[src/rtl/csr_trap_unit_irq.sv]
// Machine-mode CSR file and trap unit with registered interrupt arbitration.
// Handles MSI/MTI/MEI plus NUM_LOCAL_IRQ platform lines (mip/mie bits 16+),
// WFI sleep, vectored interrupt dispatch, WARL mtvec and cycle/instret counters.
// Optional feature macro: CSR_MCOUNTINHIBIT_EN (implements mcountinhibit at 0x320).
// csr_op_i encoding: [2] selects uimm as operand, [1:0] = 01 write, 10 set, 11 clear.

`ifndef CSR_OP_WIDTH
`define CSR_OP_WIDTH 3
`endif

module csr_trap_unit_irq #(
    parameter logic [31:0] MTVEC_INIT    = 32'h0000_0000,
    parameter int          NUM_LOCAL_IRQ = 4,
    parameter int          COUNTER_WIDTH = 64,
    parameter logic [31:0] HARTID        = 32'h0000_0000
) (
    input  logic                                            clk_i,
    input  logic                                            rst_i,
    input  logic                                            incr_inst_retired_i,
    input  logic [11:0]                                     csr_addr_i,
    input  logic [`CSR_OP_WIDTH-1:0]                        csr_op_i,
    input  logic                                            csr_we_i,
    input  logic                                            csr_re_i,
    input  logic [31:0]                                     rs1_data_i,
    input  logic [4:0]                                      uimm_i,
    input  logic                                            exception_event_i,
    input  logic [31:0]                                     cause_i,
    input  logic [31:0]                                     pc_i,
    input  logic [31:0]                                     badaddr_i,
    input  logic                                            mret_i,
    input  logic                                            wfi_i,
    input  logic                                            insn_boundary_i,
    input  logic                                            irq_msip_i,
    input  logic                                            irq_mtip_i,
    input  logic                                            irq_meip_i,
    input  logic [((NUM_LOCAL_IRQ > 0) ? NUM_LOCAL_IRQ : 1)-1:0] irq_local_i,
    output logic [31:0]                                     rdata_o,
    output logic                                            trap_valid_o,
    output logic [31:0]                                     trap_pc_o,
    output logic                                            wfi_stall_o,
    output logic [1:0]                                      privilege_mode_o,
    output logic                                            csr_access_fault_o,
    output logic [31:0]                                     mstatus_o,
    output logic [31:0]                                     mie_o,
    output logic [31:0]                                     mip_o
);

    localparam logic [1:0]  PRIV_M     = 2'b11;
    localparam logic [1:0]  PRIV_U     = 2'b00;
    localparam logic [31:0] MISA_VAL   = 32'h4010_1101;
    localparam logic [31:0] MVENDORID  = 32'h6b69_616e;
    localparam logic [31:0] LOCAL_MASK = 32'(((64'd1 << NUM_LOCAL_IRQ) - 64'd1) << 16);
    localparam logic [31:0] MIE_MASK   = 32'h0000_0888 | LOCAL_MASK;

    typedef enum logic {ST_RUN, ST_SLEEP} state_e;

    state_e                   state_q, state_d;
    logic [1:0]               priv_q, priv_d;
    logic                     st_mie_q, st_mie_d, st_mpie_q, st_mpie_d, st_mprv_q, st_mprv_d;
    logic [1:0]               st_mpp_q, st_mpp_d;
    logic [31:0]              mie_q, mie_d, mip_q, mip_d, mtvec_q, mtvec_d;
    logic [31:0]              mscratch_q, mscratch_d, mepc_q, mepc_d;
    logic [31:0]              mcause_q, mcause_d, mtval_q, mtval_d;
    logic [COUNTER_WIDTH-1:0] cycle_q, cycle_d, instret_q, instret_d;
    logic                     trap_valid_q, trap_valid_d;
    logic [31:0]              trap_pc_q, trap_pc_d;

    logic [63:0] cycle64, instret64, cnt_tmp;
    logic [31:0] csr_rval, wdata, opnd, pend;
    logic [4:0]  irq_code;
    logic        irq_pend, irq_en, irq_take, exc_take, mret_take, csr_write;
    logic        inh_cy, inh_ir;

    assign cycle64   = 64'(cycle_q);
    assign instret64 = 64'(instret_q);
    assign mstatus_o = {14'd0, st_mprv_q, 4'd0, st_mpp_q, 3'd0, st_mpie_q, 3'd0, st_mie_q, 3'd0};
    assign mie_o            = mie_q;
    assign mip_o            = mip_q;
    assign privilege_mode_o = priv_q;
    assign trap_valid_o     = trap_valid_q;
    assign trap_pc_o        = trap_pc_q;

    assign pend      = mip_q & mie_q;
    assign irq_pend  = |pend;
    assign irq_en    = st_mie_q || (priv_q == PRIV_U);
    assign exc_take  = exception_event_i;
    assign irq_take  = irq_en && irq_pend && insn_boundary_i && !exception_event_i;
    assign mret_take = mret_i && !exception_event_i;
    assign csr_write = csr_we_i && !csr_access_fault_o && !exception_event_i && !mret_i && !irq_take;

`ifdef CSR_MCOUNTINHIBIT_EN
    logic inh_cy_q, inh_ir_q;

    // mcountinhibit: CY and IR freeze bits
    always_ff @(posedge clk_i) begin
        if (rst_i) begin
            inh_cy_q <= 1'b0;
            inh_ir_q <= 1'b0;
        end else if (csr_write && csr_addr_i == 12'h320) begin
            inh_cy_q <= wdata[0];
            inh_ir_q <= wdata[2];
        end
    end

    assign inh_cy = inh_cy_q;
    assign inh_ir = inh_ir_q;
`else
    assign inh_cy = 1'b0;
    assign inh_ir = 1'b0;
`endif

    // Interrupt arbitration: MEI > MSI > MTI > locals, highest local index first
    always_comb begin
        irq_code = 5'd0;
        for (int i = 0; i < NUM_LOCAL_IRQ; i++) begin
            if (pend[16+i]) irq_code = 5'(16 + i);
        end
        if (pend[7])  irq_code = 5'd7;
        if (pend[3])  irq_code = 5'd3;
        if (pend[11]) irq_code = 5'd11;
    end

    // CSR read mux, privilege/read-only checks and read-modify-write data
    always_comb begin
        csr_rval = 32'h0;
        case (csr_addr_i)
            12'h300: csr_rval = mstatus_o;
            12'h301: csr_rval = MISA_VAL;
            12'h304: csr_rval = mie_q;
            12'h305: csr_rval = mtvec_q;
`ifdef CSR_MCOUNTINHIBIT_EN
            12'h320: csr_rval = {29'd0, inh_ir, 1'b0, inh_cy};
`endif
            12'h340: csr_rval = mscratch_q;
            12'h341: csr_rval = mepc_q;
            12'h342: csr_rval = mcause_q;
            12'h343: csr_rval = mtval_q;
            12'h344: csr_rval = mip_q;
            12'hB00, 12'hC00, 12'hC01: csr_rval = cycle64[31:0];
            12'hB80, 12'hC80, 12'hC81: csr_rval = cycle64[63:32];
            12'hB02, 12'hC02:          csr_rval = instret64[31:0];
            12'hB82, 12'hC82:          csr_rval = instret64[63:32];
            12'hF11: csr_rval = MVENDORID;
            12'hF14: csr_rval = HARTID;
            default: csr_rval = 32'h0;
        endcase
        rdata_o = csr_re_i ? csr_rval : 32'h0;

        csr_access_fault_o = ((csr_re_i || csr_we_i) && (priv_q < csr_addr_i[9:8]))
                           || (csr_we_i && csr_addr_i[11:10] == 2'b11);

        opnd = csr_op_i[2] ? {27'd0, uimm_i} : rs1_data_i;
        case (csr_op_i[1:0])
            2'b10:   wdata = csr_rval | opnd;
            2'b11:   wdata = csr_rval & ~opnd;
            default: wdata = opnd;
        endcase
    end

    // Sleep FSM next state; any pending enabled interrupt wakes regardless of MIE
    always_comb begin
        state_d     = state_q;
        wfi_stall_o = 1'b0;
        case (state_q)
            ST_RUN:   if (wfi_i && !irq_pend) state_d = ST_SLEEP;
            ST_SLEEP: begin
                wfi_stall_o = 1'b1;
                if (irq_pend) state_d = ST_RUN;
            end
            default:  state_d = ST_RUN;
        endcase
    end

    // Architectural next state: CSR writes, trap entry, mret, counters
    always_comb begin
        priv_d       = priv_q;
        st_mie_d     = st_mie_q;
        st_mpie_d    = st_mpie_q;
        st_mpp_d     = st_mpp_q;
        st_mprv_d    = st_mprv_q;
        mie_d        = mie_q;
        mtvec_d      = mtvec_q;
        mscratch_d   = mscratch_q;
        mepc_d       = mepc_q;
        mcause_d     = mcause_q;
        mtval_d      = mtval_q;
        cycle_d      = inh_cy ? cycle_q : cycle_q + COUNTER_WIDTH'(1);
        instret_d    = (incr_inst_retired_i && !inh_ir) ? instret_q + COUNTER_WIDTH'(1) : instret_q;
        trap_valid_d = 1'b0;
        trap_pc_d    = trap_pc_q;
        cnt_tmp      = 64'd0;

        mip_d     = 32'h0;
        mip_d[3]  = irq_msip_i;
        mip_d[7]  = irq_mtip_i;
        mip_d[11] = irq_meip_i;
        for (int i = 0; i < NUM_LOCAL_IRQ; i++) begin
            mip_d[16+i] = irq_local_i[i];
        end

        if (csr_write) begin
            case (csr_addr_i)
                12'h300: begin
                    st_mie_d  = wdata[3];
                    st_mpie_d = wdata[7];
                    st_mpp_d  = (wdata[12:11] == PRIV_M) ? PRIV_M : PRIV_U;
                    st_mprv_d = wdata[17];
                end
                12'h304: mie_d      = wdata & MIE_MASK;
                12'h305: mtvec_d    = {wdata[31:2], wdata[1] ? 2'b00 : wdata[1:0]};
                12'h340: mscratch_d = wdata;
                12'h341: mepc_d     = wdata;
                12'h342: mcause_d   = wdata;
                12'h343: mtval_d    = wdata;
                12'hB00: begin cnt_tmp = cycle64;   cnt_tmp[31:0]  = wdata; cycle_d   = cnt_tmp[COUNTER_WIDTH-1:0]; end
                12'hB80: begin cnt_tmp = cycle64;   cnt_tmp[63:32] = wdata; cycle_d   = cnt_tmp[COUNTER_WIDTH-1:0]; end
                12'hB02: begin cnt_tmp = instret64; cnt_tmp[31:0]  = wdata; instret_d = cnt_tmp[COUNTER_WIDTH-1:0]; end
                12'hB82: begin cnt_tmp = instret64; cnt_tmp[63:32] = wdata; instret_d = cnt_tmp[COUNTER_WIDTH-1:0]; end
                default: ;
            endcase
        end

        if (exc_take || irq_take) begin
            mepc_d       = pc_i;
            mcause_d     = exc_take ? cause_i : {1'b1, 26'd0, irq_code};
            mtval_d      = !exc_take ? 32'h0 : ((badaddr_i == 32'hFFFF_FFFF) ? pc_i : badaddr_i);
            st_mpie_d    = st_mie_q;
            st_mie_d     = 1'b0;
            st_mpp_d     = priv_q;
            priv_d       = PRIV_M;
            trap_valid_d = 1'b1;
            trap_pc_d    = {mtvec_q[31:2], 2'b00}
                         + ((irq_take && mtvec_q[1:0] == 2'b01) ? {25'd0, irq_code, 2'b00} : 32'h0);
        end else if (mret_take) begin
            st_mie_d     = st_mpie_q;
            st_mpie_d    = 1'b1;
            st_mpp_d     = PRIV_U;
            if (st_mpp_q != PRIV_M) st_mprv_d = 1'b0;
            priv_d       = st_mpp_q;
            trap_valid_d = 1'b1;
            trap_pc_d    = mepc_q;
        end
    end

    // Sleep FSM state register
    always_ff @(posedge clk_i) begin
        if (rst_i) state_q <= ST_RUN;
        else       state_q <= state_d;
    end

    // Architectural state registers
    always_ff @(posedge clk_i) begin
        if (rst_i) begin
            priv_q       <= PRIV_M;
            st_mie_q     <= 1'b0;
            st_mpie_q    <= 1'b0;
            st_mpp_q     <= PRIV_M;
            st_mprv_q    <= 1'b0;
            mie_q        <= 32'h0;
            mip_q        <= 32'h0;
            mtvec_q      <= MTVEC_INIT;
            mscratch_q   <= 32'h0;
            mepc_q       <= 32'h0;
            mcause_q     <= 32'h0;
            mtval_q      <= 32'h0;
            cycle_q      <= '0;
            instret_q    <= '0;
            trap_valid_q <= 1'b0;
            trap_pc_q    <= 32'h0;
        end else begin
            priv_q       <= priv_d;
            st_mie_q     <= st_mie_d;
            st_mpie_q    <= st_mpie_d;
            st_mpp_q     <= st_mpp_d;
            st_mprv_q    <= st_mprv_d;
            mie_q        <= mie_d;
            mip_q        <= mip_d;
            mtvec_q      <= mtvec_d;
            mscratch_q   <= mscratch_d;
            mepc_q       <= mepc_d;
            mcause_q     <= mcause_d;
            mtval_q      <= mtval_d;
            cycle_q      <= cycle_d;
            instret_q    <= instret_d;
            trap_valid_q <= trap_valid_d;
            trap_pc_q    <= trap_pc_d;
        end
    end

endmodule

[config.mk]
export PLATFORM = sky130hd
export DESIGN_NAME = csr_trap_unit_irq
export DESIGN_NICKNAME = d
export VERILOG_FILES = /design/src/rtl/csr_trap_unit_irq.sv
export SDC_FILE = /design/constraint.sdc
export NUM_CORES = 1
export LEC_CHECK = 0
export BUFFER_PORTS_ARGS = -buffer_cell sky130_fd_sc_hd__buf_2
export CORE_ASPECT_RATIO = 1.5
export CORE_UTILIZATION = 26
export CTS_CLUSTER_DIAMETER = 40
export DETAILED_ROUTE_END_ITERATION = 12
export PLACE_DENSITY_LB_ADDON = 0.1
export SLEW_MARGIN = 20
export SYNTH_ARGS = -nofsm -noshare
export SYNTH_HDL_FRONTEND = slang
export SYNTH_SLANG_ARGS = --single-unit
[constraint.sdc]
create_clock -name clk_i -period 3.3 [get_ports clk_i]
set_input_delay 0.66 -clock clk_i [delete_from_list [all_inputs] [get_ports clk_i]]
set_output_delay 0.66 -clock clk_i [all_outputs]
set_load 0.005 [all_outputs]
==> results of run 1 <==
-- placed cells by master, fill, tap and decap left out, types with 70 or more instances in the layout --
| cell | n |
|---|---|
| a211oi_1 | 97 |
| a21oi_1 | 156 |
| buf_2 | 236 |
| buf_4 | 501 |
| clkbuf_16 | 70 |
| conb_1 | 77 |
| dfxtp_1 | 339 |
| nand2_1 | 176 |
| nand3_1 | 97 |
| nor2_1 | 231 |
| o21ai_0 | 134 |
-- repair_timing --
action	in CTS	in global routing
hold buffers	0	0
resized for setup	124	126
buffers inserted	50	39
cloned	2	3
setup endpoints to repair	45	49
pin swaps	47	70
-- power breakdown --
| group | switching (mW) | internal, mW | total, mW |
|---|---|---|---|
| Sequential | 0.111 | 4.25 | 4.36 |
| Combinational | 0.973 | 0.628 | 1.60 |
| Clock | 2.60 | 4.50 | 7.11 |
| Total | 3.69 | 9.38 | 13.1 |
-- worst min path at each step --
stage	cells past startpoint	endpoint	slack, ps	startpoint
after global placement	2	mcause_q[31]	450	mcause_q[31]
after CTS	2	mip_o[11]	220	irq_meip_i
after detailed placement	2	mcause_q[31]	450	mcause_q[31]
after global routing	2	mip_o[17]	260	irq_local_i[1]
after floorplan	2	mcause_q[31]	430	mcause_q[31]
final	2	mip_o[11]	250	irq_meip_i
-- metal layers --
layer  vias up  global-route usage, %  routed length [um]
li1      11468                      -                   -
met3       326                   3.86                7070
met5         -                      0                  14
met4         2                   19.4                8960
met1     12659                   36.4               53200
met2      1148                   58.0               70700
-- worst max-delay path: cells and delay by family --
kind / cells / cell delay, ps
and+or+nand+nor: 3 / 870
buffers and inverters: 6 / 800
AOI/OAI and AO/OA: 2 / 360
-- per-stage QoR --
step	TNS, ps	cell area [um2]	std cells	hold WS (ps)
2_1_floorplan	-22.7	21700	2752	434
3_3_place_gp	-39260	27400	4267	446
3_5_place_dp	-41460	27400	4267	452
4_1_cts	-610	30700	4434	222
5_1_grt	-1230	31600	4468	260
6_report	-321	31600	4468	254
-- sequential cells by signal, indices dropped and copies added, names as in the netlist --
signal / flops
cycle64: 64
instret64: 64
mcause_q: 32
mepc_q: 32
mie_o: 7
mip_o: 7
mscratch_q: 32
mtval_q: 32
mtvec_q: 31
privilege_mode_o: 2
st_mie_q: 1
st_mpie_q: 1
st_mpp_q: 2
st_mprv_q: 1
state_q: 1
trap_pc_o: 32
trap_valid_o: 1
-- cell families after synthesis --
group                      share of synthesized area (%)
other                                             0.0175
DFF                                                 32.0
buffers and inverters                               7.85
AOI/OAI and AO/OA                                   29.2
adders and majority gates                          0.561
muxes                                               5.40
xor gates and xnor gates                            2.86
and+or+nand+nor                                     22.2
-- final cells by class --
class,instances,area (um2),area share [%]
flip-flops and latches,342,6850,21.7
inverters,40,153,0.483
well taps,1040,1300,4.12
multi-input cells,2076,14100,44.7
clock buffers,89,1880,5.96
clock inverters,31,387,1.22
repair buffers,850,6880,21.8
==> results.txt, run 1 <==
gate count of the mapped netlist -> 2676
num rows -> 128
critical-path cell with the highest stage delay -> or4b_4
Fmax -> 0.297 GHz
initial core utilization -> 26.3%
final WL -> 140000 um
IR drop worst, VDD -> 0.320 mV
Synth Flop Type -> dfxtp_1
Mean Syn Cell Area -> 8.01 um2
clock root buffer -> clkbuf_16
total gr overflow -> 0
slowest stage delay, CP -> 600 ps
CP Capture Point -> rdata_o[29]
setup slack, reg-to-reg -> 60 ps
detailed-placement wirelength estimate -> 110000 um
endpoints failing setup -> 11
TritonCTS buffer count -> 66
initial DRC count -> 2071
Post-synth EDFFs -> 0
Vias/cell -> 5.73
Reg-to-Reg End -> trap_pc_o[10]
level count of the clock H-tree -> 3
Worst slew margin -> 23.9%
startpoint class of the critical path -> primary input
drt drc -> 0
synthesized flop and latch total -> 342
gpl congestion -> 0.954
Worst EP arrival -> 2710 ps
Core Region -> 81400 um2
Final Util -> 38.8%
number of max-cap violations -> 0
Total Nets Final -> 3549
critical path class -> primary input to output pin
Ant. Diodes -> 0
Layout Skew -> 16.8 ps
count leader, synth -> dfxtp_1
post-layout minimum cycle time -> 3370 ps
DR pass1 iterations -> 6
first-pass GRT wire length -> 192000 um
post-synth cell types -> 103
crit path from -> csr_addr_i[0]
Worst Max-Slew Pin Slew -> 1140 ps
Synth-to-Final Area Change -> 47.4%
Die Y -> 354 um
worst setup slack after layout -> -68.8 ps
Worst Path Required -> 2640 ps
clk sink count -> 342
IO buf count -> 251
GRT Util Overall -> 32.3%
Mapped Area -> 21400 um2
CP most frequent cell -> buf_12
Chip Width -> 236 um
fin crit share -> 102%
vias post-DR -> 25.6k
HP Class -> primary input to flop
fillcell total -> 8398
top cells by area, synth -> dfxtp_1 32%, nor2_1 4.3%, a21oi_1 3.9%
number of global-route vias before repair -> 25.1k
TritonCTS clock tree -> done
wire per inst -> 31.3 um
Worst-path clk slew -> 50 ps
worst reg2reg path startpoint -> mie_o[7]
register area share after synthesis -> 32.0%
Final Power -> 13.1 mW
critical path endpoint category -> output pin
RSZ-0062 raised after global routing -> true
critical path cell sequence -> buf_12, buf_12, or4b_4, a2111oi_4, buf_12, buf_12, buf_12, a22oi_2, nor2b_1, nor2_1, buf_2
Lkg Pwr -> 12.5 nW
violated checks -> setup timing
worst reg2reg path depth -> 16
CP max FO -> 7
PD cells -> 414 nW/um2
list of most frequent post-synthesis cells -> 342 x dfxtp_1, 246 x nor2_1, 177 x nand2_1
outcome -> finished with violations
largest net degree at the start of global routing -> 66
worst skew pair latency -> 620 ps
Synth Warn # -> 0
Slew Viols, Final -> 0
DIE AREA -> 83600 um2
post-synth top area share -> 32.0%
Routed Antenna Nets -> 0
initial antenna violation count -> 3
clock buffer depth -> 3
Final Hold Violating Endpoints -> 0
post-synth top area cell -> dfxtp_1
layout cells sized above 1 -> 34.4%
ys async rst share -> 0%
dpl ws -> -514 ps
I/O pins -> 329
(Power assumes the default switching activity.)
==> inputs of run 2 (changes only) <==
CORE_UTILIZATION = 25   (was 26)
==> run 2 against run 1 <==
The flow finishes with violations (DRC, setup timing). Combinational power is essentially flat. Critical path depth grew 5. Flip-flop and latch count is the same. Utilization shrank 2.2 points. Clock skew grew 40 ps. First-iteration DRC count grew 7.1%. Global-route usage shrank 1.5 points. Hold slack lost 60 ps. Largest power group unchanged.
==> results.txt, run 2 (synthesis results as in run 1) <==
initial core utilization -> 25.2% (was 26.3%)
hold depth -> 2 (unchanged)
setup slack, reg-to-reg -> -90 ps (was 60 ps)
number of global-route vias before repair -> 25.2k (was 25.1k)
Vias/cell -> 5.60 (was 5.73)
total gr overflow -> 0 (unchanged)
critical path endpoint category -> flop (was output pin)
layout cells sized above 1 -> 33.1% (was 34.4%)
num rows -> 131 (was 128)
Slew Viols, Final -> 0 (unchanged)
wire per inst -> 30.4 um (was 31.3 um)
Reg area -> 6850 um2 (about the same)
clock root buffer -> clkbuf_16 (unchanged)
DR pass1 iterations -> 10 (was 6)
Fmax -> 0.295 GHz (was 0.297 GHz)
Total Nets Final -> 3508 (was 3549)
most common cell after layout, fill and taps aside -> buf_4 (unchanged)
CP max FO -> 4 (was 7)
drt drc -> 2 (was 0)
Die Y -> 361 um (was 354 um)
violated checks -> DRC, setup timing (was setup timing)
Worst EP arrival -> 3920 ps (was 2710 ps)
Worst Path Required -> 3830 ps (was 2640 ps)
PD cells -> 411 nW/um2 (was 414 nW/um2)
endpoints failing setup -> 5 (was 11)
fin crit share -> 103% (was 102%)
critical path class -> flop to flop (was primary input to output pin)
startpoint class of the critical path -> flop (was primary input)
Core Region -> 84900 um2 (was 81400 um2)
vias post-DR -> 25.3k (was 25.6k)
DIE AREA -> 86900 um2 (was 83600 um2)
Reg-to-Reg End -> trap_pc_o[12] (was trap_pc_o[10])
clock buffer depth -> 3 (unchanged)
Worst Max-Slew Pin Slew -> 885 ps (was 1140 ps)
Layout Skew -> 56.5 ps (was 16.8 ps)
Routed Antenna Nets -> 0 (unchanged)
RSZ-0062 raised after global routing -> true (unchanged)
Synth-to-Final Area Change -> 45.1% (was 47.4%)
initial antenna violation count -> 8 (was 3)
multi-input logic area -> 13900 um2 (was 14100 um2)
post-layout minimum cycle time -> 3390 ps (was 3370 ps)
level count of the clock H-tree -> 2 (was 3)
gpl congestion -> 1.01 (was 0.954)
IO buf count -> 251 (unchanged)
CTS hold repair buffers -> 0 (unchanged)
Final Hold Violating Endpoints -> 0 (unchanged)
most frequent cells in the layout -> 476 x buf_4, 341 x dfxtp_1, 235 x buf_2 (was 501 x buf_4, 339 x dfxtp_1, 236 x buf_2)
largest net degree at the start of global routing -> 83 (was 66)
IR drop worst, VDD -> 0.409 mV (was 0.320 mV)
worst reg2reg path depth -> 16 (unchanged)
hold endpoint -> mip_o[16] (was mip_o[11])
worst skew pair latency -> 680 ps (was 620 ps)
detailed-placement wirelength estimate -> 109000 um (was 110000 um)
clk sink count -> 342 (unchanged)
final WL -> 137000 um (was 140000 um)
I/O pins -> 329 (unchanged)
HP Class -> primary input to flop (unchanged)
worst reg2reg path startpoint -> mie_o[7] (unchanged)
TritonCTS buffer count -> 61 (was 66)
Chip Width -> 241 um (was 236 um)
critical hold path startpoint -> irq_local_i[0] (was irq_meip_i)
Worst slew margin -> 41.0% (was 23.9%)
Worst-path clk slew -> 60 ps (was 50 ps)
number of max-cap violations -> 0 (unchanged)
worst setup slack after layout -> -87.5 ps (was -68.8 ps)
WHS -> 195 ps (was 254 ps)
TritonCTS clock tree -> done (unchanged)
GRT Util Overall -> 30.8% (was 32.3%)
Lkg Pwr -> 12.3 nW (was 12.5 nW)
dpl ws -> -499 ps (was -514 ps)
fillcell total -> 9007 (was 8398)
initial DRC count -> 2219 (was 2071)
first-pass GRT wire length -> 190000 um (was 192000 um)
outcome -> finished with violations (unchanged)
==> run 2: changes by cell type in the layout (fill, tap and decap cells not counted), moves of 6 or more <==
cell and delta:
buf_6 -10, clkbuf_8 -6, clkbuf_1 -6, buf_4 -25, buf_12 +6, clkbuf_16 -8
==> run 2: routing by layer <==
metal / vias up / part of all wire [%] / GRT usage [%]
li1: 11361 / - / -
met3: 292 / 5.1 / 4.02
met4: 6 / 6.1 / 17.1
met2: 1061 / 50 / 55.0
met5: - / 0.028 / 0
met1: 12601 / 38 / 34.9
==> run 2: repair_timing <==
item / in CTS / in global routing
pin swaps: 35 / 46
buffers inserted: 16 / 17
cloned: 0 / 2
gates resized for setup: 101 / 87
setup endpoints to repair: 45 / 49
==> run 2: stage by stage <==
| step | cell area [um2] | instances | util [%] | TNS, ps | total power, mW |
|---|---|---|---|---|---|
| 2_1_floorplan | 21700 | 2752 | - | -22.7 | 5.08 |
| 3_3_place_gp | 27800 | 4372 | 32.7 | -42670 | 5.93 |
| 3_5_place_dp | 27800 | 4372 | 32.7 | -48310 | 5.93 |
| 4_1_cts | 30600 | 4501 | 36.0 | -109 | 12.8 |
| 5_1_grt | 31100 | 4520 | 36.6 | -2700 | 13.1 |
| 6_report | 31100 | 4521 | 36.6 | -271 | 12.8 |
==> run 2: critical path: stages (launching register included) <==
cell and delay, ps:
dfxtp_2 340, a222oi_1 400, nand3_1 210, nand2_2 140
a311oi_2 60, and2_1 160, ha_2 180, fa_2 340
a21o_1 210, a21oi_2 180, o21bai_1 90, buf_4 160
and3_4 170, buf_6 110, xor2_1 140, a222oi_1 300
nor2_1 60
==> run 2: layout make-up <==
| type | count | area share (%) |
|---|---|---|
| diodes | 4 | 0.0322 |
| clock buffers | 70 | 5.15 |
| clock inverters | 45 | 1.87 |
| inverters | 40 | 0.491 |
| multi-input cells | 2076 | 44.7 |
| flip-flops and latches | 342 | 22.0 |
| well taps | 1130 | 4.55 |
| repair buffers | 814 | 21.2 |
==> run 2: where the power goes <==
group	total, mW	switching, mW	internal, mW
Clock	6.85	2.66	4.19
Sequential	4.36	0.108	4.25
Combinational	1.57	0.948	0.618
Total	12.8	3.72	9.05
==> run 2: how the worst max path moves through the flow <==
stage / start / end / slack, ps / depth (start not counted)
floorplan: mie_o[7] / trap_pc_o[12] / -20 / 15
global placement: csr_addr_i[7] / rdata_o[3] / -460 / 10
detailed placement: csr_addr_i[0] / rdata_o[1] / -500 / 8
CTS: mie_o[7] / trap_pc_o[12] / -70 / 16
global route: mie_o[7] / trap_pc_o[12] / -320 / 16
finish: mie_o[7] / trap_pc_o[12] / -90 / 16
